## src/rtl/exu_pkg.sv

```systemverilog
// Shared EXU types: the decoded micro-op bundle from the IDU and the issue FSM states.
// Used by exu_issue_q (optional bypass controlled by EXU_ISSUE_BYPASS_EN) and exu_issue_ram.
package exu_pkg;

  typedef struct packed {
    logic [31:0] pc;
    logic [31:0] inst;
    logic [31:0] op1;
    logic [31:0] op2;
    logic [31:0] opj;
    logic [31:0] imm;
    logic [3:0]  alu_op;
    logic [3:0]  rd;
    logic        speculation;
    logic        ren;
    logic        wen;
    logic        jen;
    logic        ben;
    logic        system;
    logic        func3_z;
    logic        csr_wen;
    logic        ebreak;
    logic        ecall;
    logic        mret;
  } idu_uop_t;

  localparam int UOP_W = 211;

  typedef enum logic {
    RUN   = 1'b0,
    DRAIN = 1'b1
  } issue_state_t;

  // A serializing uop blocks all later issue until the EXU reports its commit.
  function automatic logic is_serializing(input idu_uop_t uop, input logic ser_csr);
    return uop.ebreak | uop.ecall | uop.mret | (uop.csr_wen & ser_csr);
  endfunction

endpackage

```

## src/rtl/exu_issue_ram.sv

```systemverilog
// Issue-queue storage: DEPTH x UOP_W payload array with async read, plus per-entry
// valid and speculation bits supporting bulk spec clear and spec-entry squash.
module exu_issue_ram
  import exu_pkg::*;
#(
  parameter int DEPTH = 2,
  localparam int PTR_W = $clog2(DEPTH)
) (
  input  logic             clk,
  input  logic             rst_n,
  input  logic             we,
  input  logic [PTR_W-1:0] waddr,
  input  logic [UOP_W-1:0] wdata,
  input  logic             wspec,
  input  logic             re,
  input  logic [PTR_W-1:0] raddr,
  input  logic             spec_clr,
  input  logic             squash,
  output logic [UOP_W-1:0] rdata,
  output logic             rspec,
  output logic             rvalid,
  output logic [DEPTH-1:0] valid_vec,
  output logic [DEPTH-1:0] spec_vec
);

  logic [UOP_W-1:0] mem [DEPTH];
  logic [DEPTH-1:0] valid_q;
  logic [DEPTH-1:0] spec_q;

  // NOTE: the payload array is deliberately not reset; the valid bits decide whether a read is meaningful.
  always_ff @(posedge clk) begin
    if (we) mem[waddr] <= wdata;
  end

  // NOTE: state updates use non-blocking assignments so later statements (write) override earlier ones (squash/clear) cleanly.
  always_ff @(posedge clk or negedge rst_n) begin
    if (!rst_n) begin
      valid_q <= '0;
      spec_q  <= '0;
    end else begin
      for (int i = 0; i < DEPTH; i++) begin
        if (squash && spec_q[i]) begin
          valid_q[i] <= 1'b0;
          spec_q[i]  <= 1'b0;
        end
        if (spec_clr) spec_q[i] <= 1'b0;
      end
      if (re) valid_q[raddr] <= 1'b0;
      if (we) begin
        valid_q[waddr] <= 1'b1;
        spec_q[waddr]  <= wspec;
      end
    end
  end

  assign rdata     = mem[raddr];
  assign rspec     = spec_q[raddr];
  assign rvalid    = valid_q[raddr];
  assign valid_vec = valid_q;
  assign spec_vec  = spec_q;

endmodule

```

## src/rtl/exu_issue_q.sv

```systemverilog
// In-order EXU issue queue with branch squash and system-instruction serialization.
// Define EXU_ISSUE_BYPASS_EN to let a uop pass straight through an empty queue.
module exu_issue_q
  import exu_pkg::*;
#(
  parameter int DEPTH         = 2,
  parameter bit SERIALIZE_CSR = 1'b1,
  localparam int PTR_W = $clog2(DEPTH),
  localparam int CNT_W = PTR_W + 1
) (
  input  logic             clk,
  input  logic             rst_n,
  input  logic             in_valid,
  output logic             in_ready,
  input  logic [UOP_W-1:0] in_uop,
  output logic             out_valid,
  input  logic             out_ready,
  output logic [UOP_W-1:0] out_uop,
  input  logic             br_resolve,
  input  logic             br_mispredict,
  input  logic             sys_commit,
  output logic [CNT_W-1:0] q_count,
  output logic             drain
);

  issue_state_t     state, state_next;
  logic [PTR_W-1:0] rptr, wptr, rptr_next, wptr_next, wptr_base;
  logic [CNT_W-1:0] count, count_next, count_base, spec_cnt, nonspec_cnt;

  logic [UOP_W-1:0] rdata;
  logic             rspec, rvalid;
  logic [DEPTH-1:0] valid_vec, spec_vec;

  idu_uop_t in_u, in_eff, head_uop, issue_uop;
  logic     squash, confirm, in_fire, q_valid, issue_valid;
  logic     deq, deq_q, byp_fire, store;

  assign squash  = br_resolve && br_mispredict;
  assign confirm = br_resolve && !br_mispredict;
  assign in_u    = in_uop;

  assign in_ready = (count < CNT_W'(DEPTH));
  assign in_fire  = in_valid && in_ready;

  // NOTE: every combinational output gets a default first so no latch is inferred.
  always_comb begin
    in_eff             = in_u;
    in_eff.speculation = in_u.speculation && !confirm;
    head_uop           = rdata;
    head_uop.speculation = rspec;
    if (!rvalid) head_uop = '0;
  end

  assign q_valid = (count != '0) && (state == RUN) && !(squash && rspec);

`ifdef EXU_ISSUE_BYPASS_EN
  logic byp;
  assign byp         = (count == '0) && (state == RUN) && in_valid;
  assign issue_valid = byp ? !(squash && in_u.speculation) : q_valid;
  assign issue_uop   = byp ? in_eff : head_uop;
  assign deq         = issue_valid && out_ready && !squash;
  assign byp_fire    = byp && deq;
`else
  assign issue_valid = q_valid;
  assign issue_uop   = head_uop;
  assign deq         = issue_valid && out_ready && !squash;
  assign byp_fire    = 1'b0;
`endif

  assign deq_q = deq && !byp_fire;
  assign store = in_fire && !(squash && in_u.speculation) && !byp_fire;

  // Spec entries sit contiguously at the tail, so survivors are simply the first count-spec_cnt.
  always_comb begin
    spec_cnt = '0;
    for (int i = 0; i < DEPTH; i++) spec_cnt = spec_cnt + CNT_W'(valid_vec[i] & spec_vec[i]);
  end

  assign nonspec_cnt = count - spec_cnt;
  assign wptr_base   = squash ? rptr + nonspec_cnt[PTR_W-1:0] : wptr;
  assign count_base  = squash ? nonspec_cnt : count;
  assign count_next  = count_base + CNT_W'(store) - CNT_W'(deq_q);
  assign rptr_next   = rptr + PTR_W'(deq_q);
  assign wptr_next   = wptr_base + PTR_W'(store);

  always_comb begin
    state_next = state;
    case (state)
      RUN:     if (deq && is_serializing(issue_uop, SERIALIZE_CSR)) state_next = DRAIN;
      DRAIN:   if (sys_commit) state_next = RUN;
      default: state_next = RUN;
    endcase
  end

  always_ff @(posedge clk or negedge rst_n) begin
    if (!rst_n) begin
      state <= RUN;
      rptr  <= '0;
      wptr  <= '0;
      count <= '0;
    end else begin
      state <= state_next;
      rptr  <= rptr_next;
      wptr  <= wptr_next;
      count <= count_next;
    end
  end

  exu_issue_ram #(.DEPTH(DEPTH)) u_ram (
    .clk       (clk),
    .rst_n     (rst_n),
    .we        (store),
    .waddr     (wptr_base),
    .wdata     (in_eff),
    .wspec     (in_eff.speculation),
    .re        (deq_q),
    .raddr     (rptr),
    .spec_clr  (confirm),
    .squash    (squash),
    .rdata     (rdata),
    .rspec     (rspec),
    .rvalid    (rvalid),
    .valid_vec (valid_vec),
    .spec_vec  (spec_vec)
  );

  assign out_valid = issue_valid;
  assign out_uop   = issue_uop;
  assign q_count   = count;
  assign drain     = (state == DRAIN);

endmodule

```

## config.mk

```make
export PLATFORM = sky130hd
export DESIGN_NAME = exu_issue_q
export DESIGN_NICKNAME = d
export VERILOG_FILES = /design/src/rtl/exu_pkg.sv /design/src/rtl/exu_issue_ram.sv /design/src/rtl/exu_issue_q.sv
export SDC_FILE = /design/constraint.sdc
export NUM_CORES = 1
export LEC_CHECK = 0
export BUFFER_PORTS_ARGS = -buffer_cell sky130_fd_sc_hd__buf_2
export CORE_MARGIN = 2
export CORE_UTILIZATION = 47
export CTS_CLUSTER_DIAMETER = 120
export CTS_CLUSTER_SIZE = 10
export DETAILED_ROUTE_END_ITERATION = 7
export PLACE_DENSITY = 0.82
export SLEW_MARGIN = 20
export SYNTH_ARGS = -nofsm -noshare
export SYNTH_HDL_FRONTEND = slang
export SYNTH_SLANG_ARGS = --single-unit
```

## constraint.sdc

```tcl
create_clock -name clk -period 11.3 [get_ports clk]
set_input_delay 3.39 -clock clk [delete_from_list [all_inputs] [get_ports clk]]
set_output_delay 3.39 -clock clk [all_outputs]
set_load 0.01 [all_outputs]
```

== Yosys cells after proc, flatten, opt, wreduce, memory -nomap -nowiden ==
Memories as Yosys holds them, arrays and structs flattened.
Cells that the tools add are included.
Word-level totals
  register bits after elaboration: 9
  memory bits (writable): 422
  memories: 1
  output and inout port bits: 216
Memory list
  u_ram.mem: words 2, width 211, rd ports 1, clocked after Yosys merged registers in 0, wr ports 1, RTL line exu_issue_ram.sv:26  | logic [UOP_W-1:0] mem [DEPTH];
Cells by class
  multiplexer cells: 26
  reduce and logical (&&, ||, !) cells: 22
  bitwise operators: 9
  order comparisons: 5
  add/subtract/negate cells: 7
Operators with widths (count)
  $mux 211: 1
  $mux 1: 17
  $logic_and 1x1->1: 16
  $mux 2: 4
  $logic_not 1->1: 5
  $lt 1x2->1 const B: 2
  $add 1x1->1: 3
  $or 1x1->1: 3
  $add 1x1->2: 1
  $add 2x1->2: 1
  $and 1x1->1: 2
  $and 2x2->2: 1
  $bwmux 2: 1
  $demux 1 s1: 2
  $ge 1x1->1 const B: 2
  $lt 2x2->1 const B: 1
  $not 2->2: 1
  $or 2x2->2: 1
  $pmux 1 s2: 1
  $reduce_bool 2->1: 1
  $sub 2x1->2: 1
  $sub 2x2->2: 1
  $not 1->1: 1

== Longest topological paths before layout ==
  depth in word-level cells: 11
  depth in mapped cells: 9
  depth with buffers taken out: 8

== Hierarchy ==
From an unflattened synthesis, not the netlist that was laid out.
Second synthesis, totals
  cells, all modules: 950
  area, all modules: 17863.4 um2
Modules (own cells, without submodules)
  exu_issue_ram: times used 1, area each 16047.9 um2, seq. area each 12772.2 um2, cells each 674
  exu_issue_q: times used 1, area each 1815.5 um2, seq. area each 125.1 um2, cells each 276

== Worst setup path before layout ==
OpenSTA, ideal clock, no wires.
  path kind: input -> register
  from: input br_resolve
  to: memory u_ram.mem[0][0] (enable)
  data arrival time: 12.601 ns
  required time: 10.517 ns
  setup slack: -2.085 ns
  cell stages on the path: 3
  buffers on the path: 0
  cell sequence: nand2_1 -> mux2_4 -> nor2_1
Between the ends
  cells in the longest elaborated chain, start to end: 6
RTL lines
  start: declaration: RTL line exu_issue_q.sv:19  | input logic br_resolve,
  $logic_and 1x1->1 *: RTL line exu_issue_q.sv:38  | assign squash = br_resolve && br_mispredict;
  $logic_and 1x1->1: RTL line exu_issue_q.sv:71  | assign store = in_fire && !(squash && in_u.speculation) && !byp_fire;
  $logic_not 1->1: RTL line exu_issue_q.sv:71
  $logic_and 1x1->1: RTL line exu_issue_q.sv:71
  $mux 1: RTL line exu_issue_ram.sv:32  | if (we) mem[waddr] <= wdata;
  $mux 1 (implied by the code): RTL line exu_issue_ram.sv:32
  end: declaration: RTL line exu_issue_ram.sv:26
Every way passes the cells marked *; elsewhere a longest branch is shown, timed or not.

== Worst setup path after layout ==
  from: register rptr
  to: output out_uop[127]
Between the ends
  cells in the longest elaborated chain, start to end: 3
RTL lines
  start: declaration: RTL line exu_issue_q.sv:27  | logic [PTR_W-1:0] rptr, wptr, rptr_next, wptr_next, wptr_base;
  start signal: assignment: RTL line exu_issue_q.sv:103  | rptr <= rptr_next;
  $mux 1 (implied by the code) (2 in a row): RTL line exu_issue_ram.sv:58  | assign rvalid = valid_q[raddr];
  $mux 211 *: RTL line exu_issue_q.sv:51  | if (!rvalid) head_uop = '0;
  end: declaration: RTL line exu_issue_q.sv:18  | output logic [UOP_W-1:0] out_uop,
Every way passes the cells marked *; elsewhere a longest branch is shown, timed or not. The select of a mux whose other input is x is not followed.

==> impl_metrics.toml <==
[power_and_ir_drop]
powerDensity_nw_per_um2 = 287
power_leakage_nw = 8.33
power_mw = 5.82
ir_drop_mv = 0.188

[sta]
worst_slew_pin_slew_ns = 1.07
finalCriticalPeriod_ns = 7.50
whs_ns = 0.567
setup_viol = 0
rsz0062_at_grt = "false"
max_freq_mhz = 133
tns_ns = 0
slew_viol_final = 0
fin_worst_skew_ns = 0.0277
worst_slack_ns = 3.80
max_slew_margin_pct = 28.8
hold_viol = 0
min_period_over_period_pct = 66.4

[finish]
syn2layout_area_growth_pct = 24.2
fin_area_um2 = 20300
fin_cells = 1879
layout_common_cells = "433 x buf_2, 420 x edfxtp_1, 208 x nor2_1"
mostFrequentLayoutCell = "buf_2"
utilization_pct = 59.0
drive_gt1_share_pct = 35.4
nets = 1624

[logic_synthesis]
synthCells = 954
synth_top_flop_cell = "edfxtp_1"
synth_nets = 1178
synth-seq-area-share_pct = 78.6
yosysUniqueCellTypes = 26
syn_area_per_cell_um2 = 17.1
ys_async_sr_fraction_pct = 2.10
ys_ff_latch = 429
synth_edf_count = 420
syn_area_um2 = 16300
yosysWarnings = 0

[cts]
h-tree-depth = 2
root_buffer = "clkbuf_16"
clock-sinks = 429
clock_path_buffers = 3
cts.clk_slew.worst_paths_ns = 0.06
cts_hold_buf = 0
post_cts_resized = 0
insertion_delay_ns = 0.56
cts_tree = "yes"
cts_buffers = 48
post_cts_buffers = 0

[critical_path]
crit_family = "buffers and inverters"
crit_buf_inv = 3
slowest_stage = "dfrtp_4"
critPathKind = "register to output pin"
critPathArrivalTime_ns = 4.11
required_ns = 7.91
crit_top_cell = "buf_4"
critPathLaunch = "rptr$_DFF_PN0_"
path_cells = "buf_4 -> buf_4 -> mux2i_1 -> nor2_1 -> buf_2"
crit_path_max_incr_delay_ns = 0.95
end_kind = "output pin"
crit_fanout = 64
start_kind = "register"
reg2reg_from = "rptr$_DFF_PN0_"

[place]
dp_cells = 1805
post-place-ws_ns = 3.86
post_dp_cell_area_um2 = 19000
dp_hpwl_um = 23300
place.gp.congestion = 0.827
io_buffers = 433

[drt]
postRouteAntennaNets = 0
vias = 9536
route.detailed.drc = 0
dr.pass1.iters = 5
routed_wl_um = 35400
routedWlPerCell_um = 18.8
viasPerCell = 5.08
drt-initial-drc-count = 521

[global_routing]
grt_pass1_vias = 9613
grt_pass1_wl_um = 51800
grt_remaining_overflow = 0
grt_start_max_net_pins = 90
antenna_found_initial = 8
track_usage_pct = 18.6

[die]
io_pins = 434
start_util_pct = 47.5
die_h_um = 190
die_area_um2 = 36300
chipWidth_um = 190
rows = 68
core_um2 = 34400

[min_path]
hp-start = "drain$_DFF_PN0_"
hold_class = "register to register"

[run]
drv_cap = 0

[outcome]
status = "finished clean"
[flip-flops by register name (all words and copies together), names as in the netlist]
register         flops
u_ram.mem          420
wptr                 1
u_ram.spec_vec       2
u_ram.valid_vec      2
drain                1
rptr                 1
q_count              2
[worst min-delay path, cell delays in order (launching register included)]
cell and delay, ns:
dfrtp_1 0.39, inv_1 0.06, o22ai_1 0.08
[final timing paths]
check | endpoint | slack, ns | cells past startpoint
worst max-delay path | out_uop[127] | 3.80 | 5
worst min-delay path | drain$_DFF_PN0_ | 0.57 | 2
worst max register to register | u_ram.mem[1][155]$_DFFE_PP_ | 6.56 | 5
worst min register to register | drain$_DFF_PN0_ | 0.57 | 2
max in group asynchronous | rptr$_DFF_PN0_ | 8.41 | 1
min in group asynchronous | rptr$_DFF_PN0_ | 2.68 | 1
[cells in the mapped netlist (all sizes together) (5+ instances only)]
cell,count,area share (%)
buf,34,1.0
clkbuf,15,0.35
dfrtp,9,1.4
edfxtp,420,77
ha,5,0.38
inv,8,0.18
mux2i,208,13
nand2,10,0.23
nand3,9,0.28
nor2,209,4.8
o21ai,8,0.25
xnor2,5,0.27
[power breakdown]
group | internal (mW) | total (mW) | leakage (nW) | switching (mW)
clock | 0.784 | 1.33 | 0.635 | 0.549
sequential | 2.21 | 2.35 | 3.96 | 0.144
combinational | 0.795 | 2.13 | 3.73 | 1.34
total | 3.79 | 5.82 | 8.33 | 2.03
[per-layer routing]
layer	share of wire (%)	vias to the layer above	track usage, %	wire length [um]
li1	-	4428	-	-
met1	37	4588	21.0	13000
met2	50	441	32.4	17600
met3	11	69	7.01	3770
met4	2.8	10	6.71	985
met5	0.16	-	0	58
[cell families (layout without fill, tap and decap cells)]
kind of cell / Yosys count / count (layout) / share of synthesized area, %
adders and majority gates: 6 / 6 / 0.506
xor gates and xnor gates: 6 / 6 / 0.414
and+or+nand+nor: 232 / 232 / 5.48
buffers and inverters: 57 / 523 / 1.58
other: 0 / 4 / 0
AOI/OAI and AO/OA: 15 / 15 / 0.582
DFF: 429 / 429 / 78.6
muxes: 209 / 209 / 12.8
[area by class of cell]
class / instances / area (um^2)
antenna: 4 / 10.0
clock buffer: 68 / 1300
clock inverter: 2 / 17.5
fill: 2562 / 14100
inverter: 8 / 30.0
multi-input combinational: 468 / 3270
sequential: 429 / 12800
tap: 455 / 569
timing repair buffer: 445 / 2260
Note: power is estimated with default switching activity, not from simulation.
